--- src/rtl/cpu_pkg.sv ---
// Shared encodings for the 8-bit soft CPU sequencer: opcodes, FSM states and A-source selects.
package cpu_pkg;

    localparam logic [3:0] OP_NOP = 4'h0;
    localparam logic [3:0] OP_LDA = 4'h1;
    localparam logic [3:0] OP_LDB = 4'h2;
    localparam logic [3:0] OP_ADD = 4'h3;
    localparam logic [3:0] OP_SUB = 4'h4;
    localparam logic [3:0] OP_OUT = 4'h5;
    localparam logic [3:0] OP_JMP = 4'h6;
    localparam logic [3:0] OP_JZ  = 4'h7;
    localparam logic [3:0] OP_LDI = 4'h8;
    localparam logic [3:0] OP_HLT = 4'hF;

    typedef enum logic [2:0] {
        S_IDLE    = 3'd0,
        S_FETCH   = 3'd1,
        S_DECODE  = 3'd2,
        S_EXECUTE = 3'd3,
        S_HALT    = 3'd4
    } state_e;

    localparam logic [1:0] ASEL_MEM = 2'd0;
    localparam logic [1:0] ASEL_IMM = 2'd1;
    localparam logic [1:0] ASEL_ALU = 2'd2;

endpackage

--- src/rtl/cpu_pc.sv ---
// Program counter: ADDR_W-bit register with increment and parallel load; load wins over increment.
module cpu_pc #(
    parameter int ADDR_W = 4
) (
    input  logic              clk_i,
    input  logic              rst_ni,
    input  logic              inc_i,
    input  logic              load_i,
    input  logic [ADDR_W-1:0] load_val_i,
    output logic [ADDR_W-1:0] pc_o
);

    logic [ADDR_W-1:0] pc_q;
    logic [ADDR_W-1:0] pc_d;

    // Next-PC selection; the increment wraps naturally at 2^ADDR_W.
    always_comb begin
        pc_d = pc_q;
        if (load_i) begin
            pc_d = load_val_i;
        end else if (inc_i) begin
            pc_d = pc_q + ADDR_W'(1);
        end else begin
            pc_d = pc_q;
        end
    end

    // PC register.
    always_ff @(posedge clk_i or negedge rst_ni) begin
        if (!rst_ni) begin
            pc_q <= '0;
        end else begin
            pc_q <= pc_d;
        end
    end

    assign pc_o = pc_q;

endmodule

--- src/rtl/cpu_sequencer.sv ---
// Fetch/decode/execute controller owning PC and IR; drives datapath load strobes as Moore outputs.
// Optional single-step gating of FETCH is enabled with CPU_SEQ_STEP_EN.
module cpu_sequencer
    import cpu_pkg::*;
#(
    parameter int DATA_W = 8,
    parameter int ADDR_W = 4
) (
    input  logic              clk,
    input  logic              reset,
    input  logic [DATA_W-1:0] mem_rdata,
    input  logic              zero_flag,
`ifdef CPU_SEQ_STEP_EN
    input  logic              step,
`endif
    output logic [ADDR_W-1:0] mem_addr,
    output logic [ADDR_W-1:0] pc,
    output logic              a_en,
    output logic              b_en,
    output logic              out_en,
    output logic [1:0]        a_sel,
    output logic [DATA_W-1:0] imm,
    output logic              alu_sub,
    output logic              halted
);

    state_e            state_q;
    state_e            state_d;
    logic [DATA_W-1:0] ir_q;
    logic [DATA_W-1:0] ir_d;
    logic              step_ok_s;
    logic              pc_inc_s;
    logic              pc_load_s;
    logic [3:0]        opcode_s;
    logic [ADDR_W-1:0] operand_s;

`ifdef CPU_SEQ_STEP_EN
    assign step_ok_s = step;
`else
    assign step_ok_s = 1'b1;
`endif

    assign opcode_s  = ir_q[DATA_W-1:DATA_W-4];
    assign operand_s = ADDR_W'(ir_q[3:0]);
    assign imm       = DATA_W'(ir_q[3:0]);

    cpu_pc #(
        .ADDR_W(ADDR_W)
    ) u_pc (
        .clk_i      (clk),
        .rst_ni     (reset),
        .inc_i      (pc_inc_s),
        .load_i     (pc_load_s),
        .load_val_i (operand_s),
        .pc_o       (pc)
    );

    // Next state, IR capture and PC control.
    always_comb begin
        state_d   = state_q;
        ir_d      = ir_q;
        pc_inc_s  = 1'b0;
        pc_load_s = 1'b0;
        case (state_q)
            S_IDLE: begin
                state_d = S_FETCH;
            end
            S_FETCH: begin
                if (step_ok_s) begin
                    state_d  = S_DECODE;
                    ir_d     = mem_rdata;
                    pc_inc_s = 1'b1;
                end else begin
                    state_d = S_FETCH;
                end
            end
            S_DECODE: begin
                state_d = S_EXECUTE;
            end
            S_EXECUTE: begin
                if (opcode_s == OP_HLT) begin
                    state_d = S_HALT;
                end else begin
                    state_d = S_FETCH;
                end
                if (opcode_s == OP_JMP) begin
                    pc_load_s = 1'b1;
                end else if (opcode_s == OP_JZ) begin
                    pc_load_s = zero_flag;
                end else begin
                    pc_load_s = 1'b0;
                end
            end
            S_HALT: begin
                state_d = S_HALT;
            end
            default: begin
                state_d = S_IDLE;
            end
        endcase
    end

    // State and instruction registers.
    always_ff @(posedge clk or negedge reset) begin
        if (!reset) begin
            state_q <= S_IDLE;
            ir_q    <= '0;
        end else begin
            state_q <= state_d;
            ir_q    <= ir_d;
        end
    end

    // Moore output decode from registered state and IR.
    always_comb begin
        mem_addr = pc;
        a_en     = 1'b0;
        b_en     = 1'b0;
        out_en   = 1'b0;
        a_sel    = ASEL_MEM;
        alu_sub  = 1'b0;
        halted   = (state_q == S_HALT);
        if (state_q == S_EXECUTE) begin
            case (opcode_s)
                OP_LDA: begin
                    mem_addr = operand_s;
                    a_en     = 1'b1;
                    a_sel    = ASEL_MEM;
                end
                OP_LDB: begin
                    mem_addr = operand_s;
                    b_en     = 1'b1;
                end
                OP_ADD: begin
                    a_en  = 1'b1;
                    a_sel = ASEL_ALU;
                end
                OP_SUB: begin
                    a_en    = 1'b1;
                    a_sel   = ASEL_ALU;
                    alu_sub = 1'b1;
                end
                OP_OUT: begin
                    out_en = 1'b1;
                end
                OP_LDI: begin
                    a_en  = 1'b1;
                    a_sel = ASEL_IMM;
                end
                default: begin
                    a_en = 1'b0;
                end
            endcase
        end else begin
            a_en = 1'b0;
        end
    end

endmodule
--- config.mk ---
export PLATFORM = sky130hd
export DESIGN_NAME = cpu_sequencer
export DESIGN_NICKNAME = d
export VERILOG_FILES = /design/src/rtl/cpu_pkg.sv /design/src/rtl/cpu_pc.sv /design/src/rtl/cpu_sequencer.sv
export SDC_FILE = /design/constraint.sdc
export NUM_CORES = 1
export LEC_CHECK = 0
export ABC_AREA = 1
export BUFFER_PORTS_ARGS = -buffer_cell sky130_fd_sc_hd__buf_2
export CAP_MARGIN = 25
export CORE_MARGIN = 4
export CORE_UTILIZATION = 54
export CTS_BUF_LIST = sky130_fd_sc_hd__clkbuf_8
export CTS_CLUSTER_SIZE = 25
export DETAILED_ROUTE_END_ITERATION = 12
export GPL_TIMING_DRIVEN = 1
export PLACE_DENSITY = 0.83
export SYNTH_ARGS = -nofsm -noshare
export SYNTH_HDL_FRONTEND = slang
export SYNTH_SLANG_ARGS = --single-unit
--- constraint.sdc ---
create_clock -name clk -period 2.3 [get_ports clk]
set_input_delay 0.345 -clock clk [delete_from_list [all_inputs] [get_ports clk]]
set_output_delay 0.345 -clock clk [all_outputs]
set_load 0.01 [all_outputs]
==> qor.csv <==
metric;value;unit
status;complete, but fails checks;
buffer count from post-CTS setup fixing;0;
Root Buffer;clkbuf_8;
Synth Area in Simple Gates;31.7;%
flop2flop setup slack;0.75;ns
Synth Warn #;0;
fin crit period;1.89;ns
ranking of synthesized cells by area;dfrtp_1 (40%), nand2_1 (13%), inv_1 (7.9%);
Yosys reg bits;15;
final instance area;1090;um^2
PostCTS Resize Cnt;0;
Detailed Routing Iterations Pass 1;4;
die width;49.9;um
Max Clock Freq;529;MHz
FILL cells;138;
initial antenna violation count;0;
starting density of the core;60.0;%
CTS buffer count;3;
number of global-route vias before repair;844;
EDFF count, synth;0;
most common cell in the netlist;nand2_1;
GRT Util Overall;18.1;%
worst-margin pin slew;0.671;ns
cell area after synthesis;946;um^2
routed via count;902;
RSZ-0062 raised after global routing;false;
failing checks;negative hold slack;
setup TNS;0;ns
WS Path Type;flip-flop to output port;
compound-gate portion of the synthesized area;9.52;%
via-per-instance ratio;5.21;
Placed Area;1050;um^2
WL final;2120;um
Clk Latency, worst-skew pair;0.25;ns
CP Max Fanout;8;
DR DRC count;0;
peak supply drop;0.787;mV
Final Cycle Share;82.3;%
clock-pin slew reported for the worst setup and hold paths after clock tree synthesis;0.06;ns
Die ar.;2490;um^2
HP Class;input port to asynchronous set/reset pin;
# diodes;0;
Final Slew Violations;0;
Synth Instances;131;
register area;375;um^2
Die H;49.9;um
port bufs;29;
area leader, netlist;dfrtp_1;
post-synth cell types;23;
Routability Congestion;0.834;
top_reg_cell synth;dfrtp_1;
final cell utilization of the core;69.3;%
layout cell share with drive strength beyond 1;26.1;%
crit end category;output port;
Routed wire per std cell;12.2;um
synth-to-layout area growth;15.5;%
LEAKAGE;0.000636;uW
htree depth;1;
FF-to-FF path depth;8;
CTS Sinks;15;
most instantiated cells after synthesis;nand2_1 (34), inv_1 (20), dfrtp_1 (15);
DRT iter0 DRCs;20;
largest net degree at the start of global routing;21;
worst r2r src;state_q[2];
multi-input logic area;427;um^2
global-route wire length before repair;3500;um
GRT overflow;0;
Avg Cell Area, Syn;7.22;um^2
maxcap violations;0;
Finish-stage setup viols;0;
CP startpoint kind;flip-flop;
Layout Skew;0.00336;ns
row count;14;
reg2reg end;u_pc.pc_o[0];
met2 Track Usage GR;33.3;%
post-synth top area share;39.7;%
Arr. time, crit path;1.55;ns
Total Nets Final;170;
xor/xnor share of the synthesized area;0.926;%
CP Launch Point;ir_q[5];
M3 GR Usage;3.61;%
Synth Area in Adders;1.32;%
hold buffers post-CTS;0;
CTS tree;built;
main combinational cell family by area after synthesis;simple AND/OR/NAND/NOR gates;
Post-DRT Antenna Nets;0;
final hold slack;-0.0154;ns
proportion of synthesized area in mux cells;0;%
Async SR Flop Fraction;100;%
Core Region;1580;um^2
Detailed Place HPWL;1620;um
relative slew slack;55.2;%
Power Density;1440;nW/um^2
sequential share of the synthesized area;39.7;%
Final Hold Viols;15;
GR peak layer;met2;
Ports;34;
met1 Use GR;20.4;%
Clock Tree Buf Depth;2;
Req. time, crit path;1.96;ns
## final cells by class
cell class / count / area share (%)
clock buffers: 3 / 3.78
clock inverters: 1 / 0.458
inverters: 21 / 7.22
multi-input cells: 88 / 39.1
flip-flops and latches: 15 / 34.4
well taps: 16 / 1.83
repair buffers: 29 / 13.3
## power by group
part / switching [uW] / total [uW] / internal, uW
registers: 157 / 546 / 390
clock network: 95.2 / 215 / 120
logic: 520 / 813 / 293
## how the worst max path moves through the flow
| stage | endpoint | slack [ns] | depth (start not counted) |
|---|---|---|---|
| after global placement | mem_addr[1] | 0.78 | 6 |
| after floorplan | mem_addr[0] | 0.92 | 5 |
| after global routing | mem_addr[1] | 0.29 | 6 |
| after detailed placement | mem_addr[1] | 0.73 | 6 |
| after CTS | mem_addr[1] | 0.43 | 6 |
| final | mem_addr[1] | 0.41 | 6 |
## per-stage QoR
stage                     setup WS [ns]  cells  total power [uW]
after floorplan                   0.923    134              1170
after global placement            0.782    169              1320
after detailed placement          0.727    169              1360
after CTS                         0.427    173              1590
after global routing              0.295    173              1730
final                             0.408    173              1570
## logic make-up after synthesis
kind of cell	Yosys count
fa+ha+maj	1
buf+inv	31
simple gates	65
other cells	1
flops	15
xor+xnor	1
compound gates	17
## layer usage
layer,part of all wire (%),vias to the layer above
met3,6.1,4
li1,-,453
met1,42,421
met4,0.90,0
met2,51,24
met5,0,-
## placed cells by master (no fill, tap or decap)
| cell type | synthesis | layout |
|---|---|---|
| inv_1 | 20 | 20 |
| xor2_1 | 1 | 1 |
| inv_2 | 1 | 1 |
| o21ai_0 | 9 | 9 |
| o22ai_1 | 1 | 1 |
| clkinv_2 | 0 | 1 |
| nand3_1 | 14 | 14 |
| buf_2 | 1 | 29 |
| nor4_1 | 2 | 2 |
| dfrtp_1 | 15 | 15 |
| nor2_1 | 8 | 8 |
| clkbuf_8 | 0 | 3 |
| nand2_2 | 1 | 1 |
| conb_1 | 1 | 4 |
| nand2_1 | 34 | 34 |
| nand3_4 | 1 | 1 |
| nor2_4 | 1 | 1 |
| nor2_2 | 3 | 3 |
| a21oi_1 | 2 | 2 |
| o21ai_2 | 1 | 1 |
| nand4_1 | 1 | 1 |
| o21ai_1 | 4 | 4 |
| ha_1 | 1 | 1 |
## worst max-delay path, stage by stage (launching register included)
cell	delay (ns)
dfrtp_1	0.42
inv_1	0.15
nor2_1	0.08
o21ai_2	0.33
nand2_1	0.09
o21ai_1	0.09
buf_2	0.15
## flip-flops by register name (all words and copies together), names as in the netlist
name,flops
ir_q,8
u_pc.pc_o,4
state_q,3
Power figures use the tool's default switching activity.
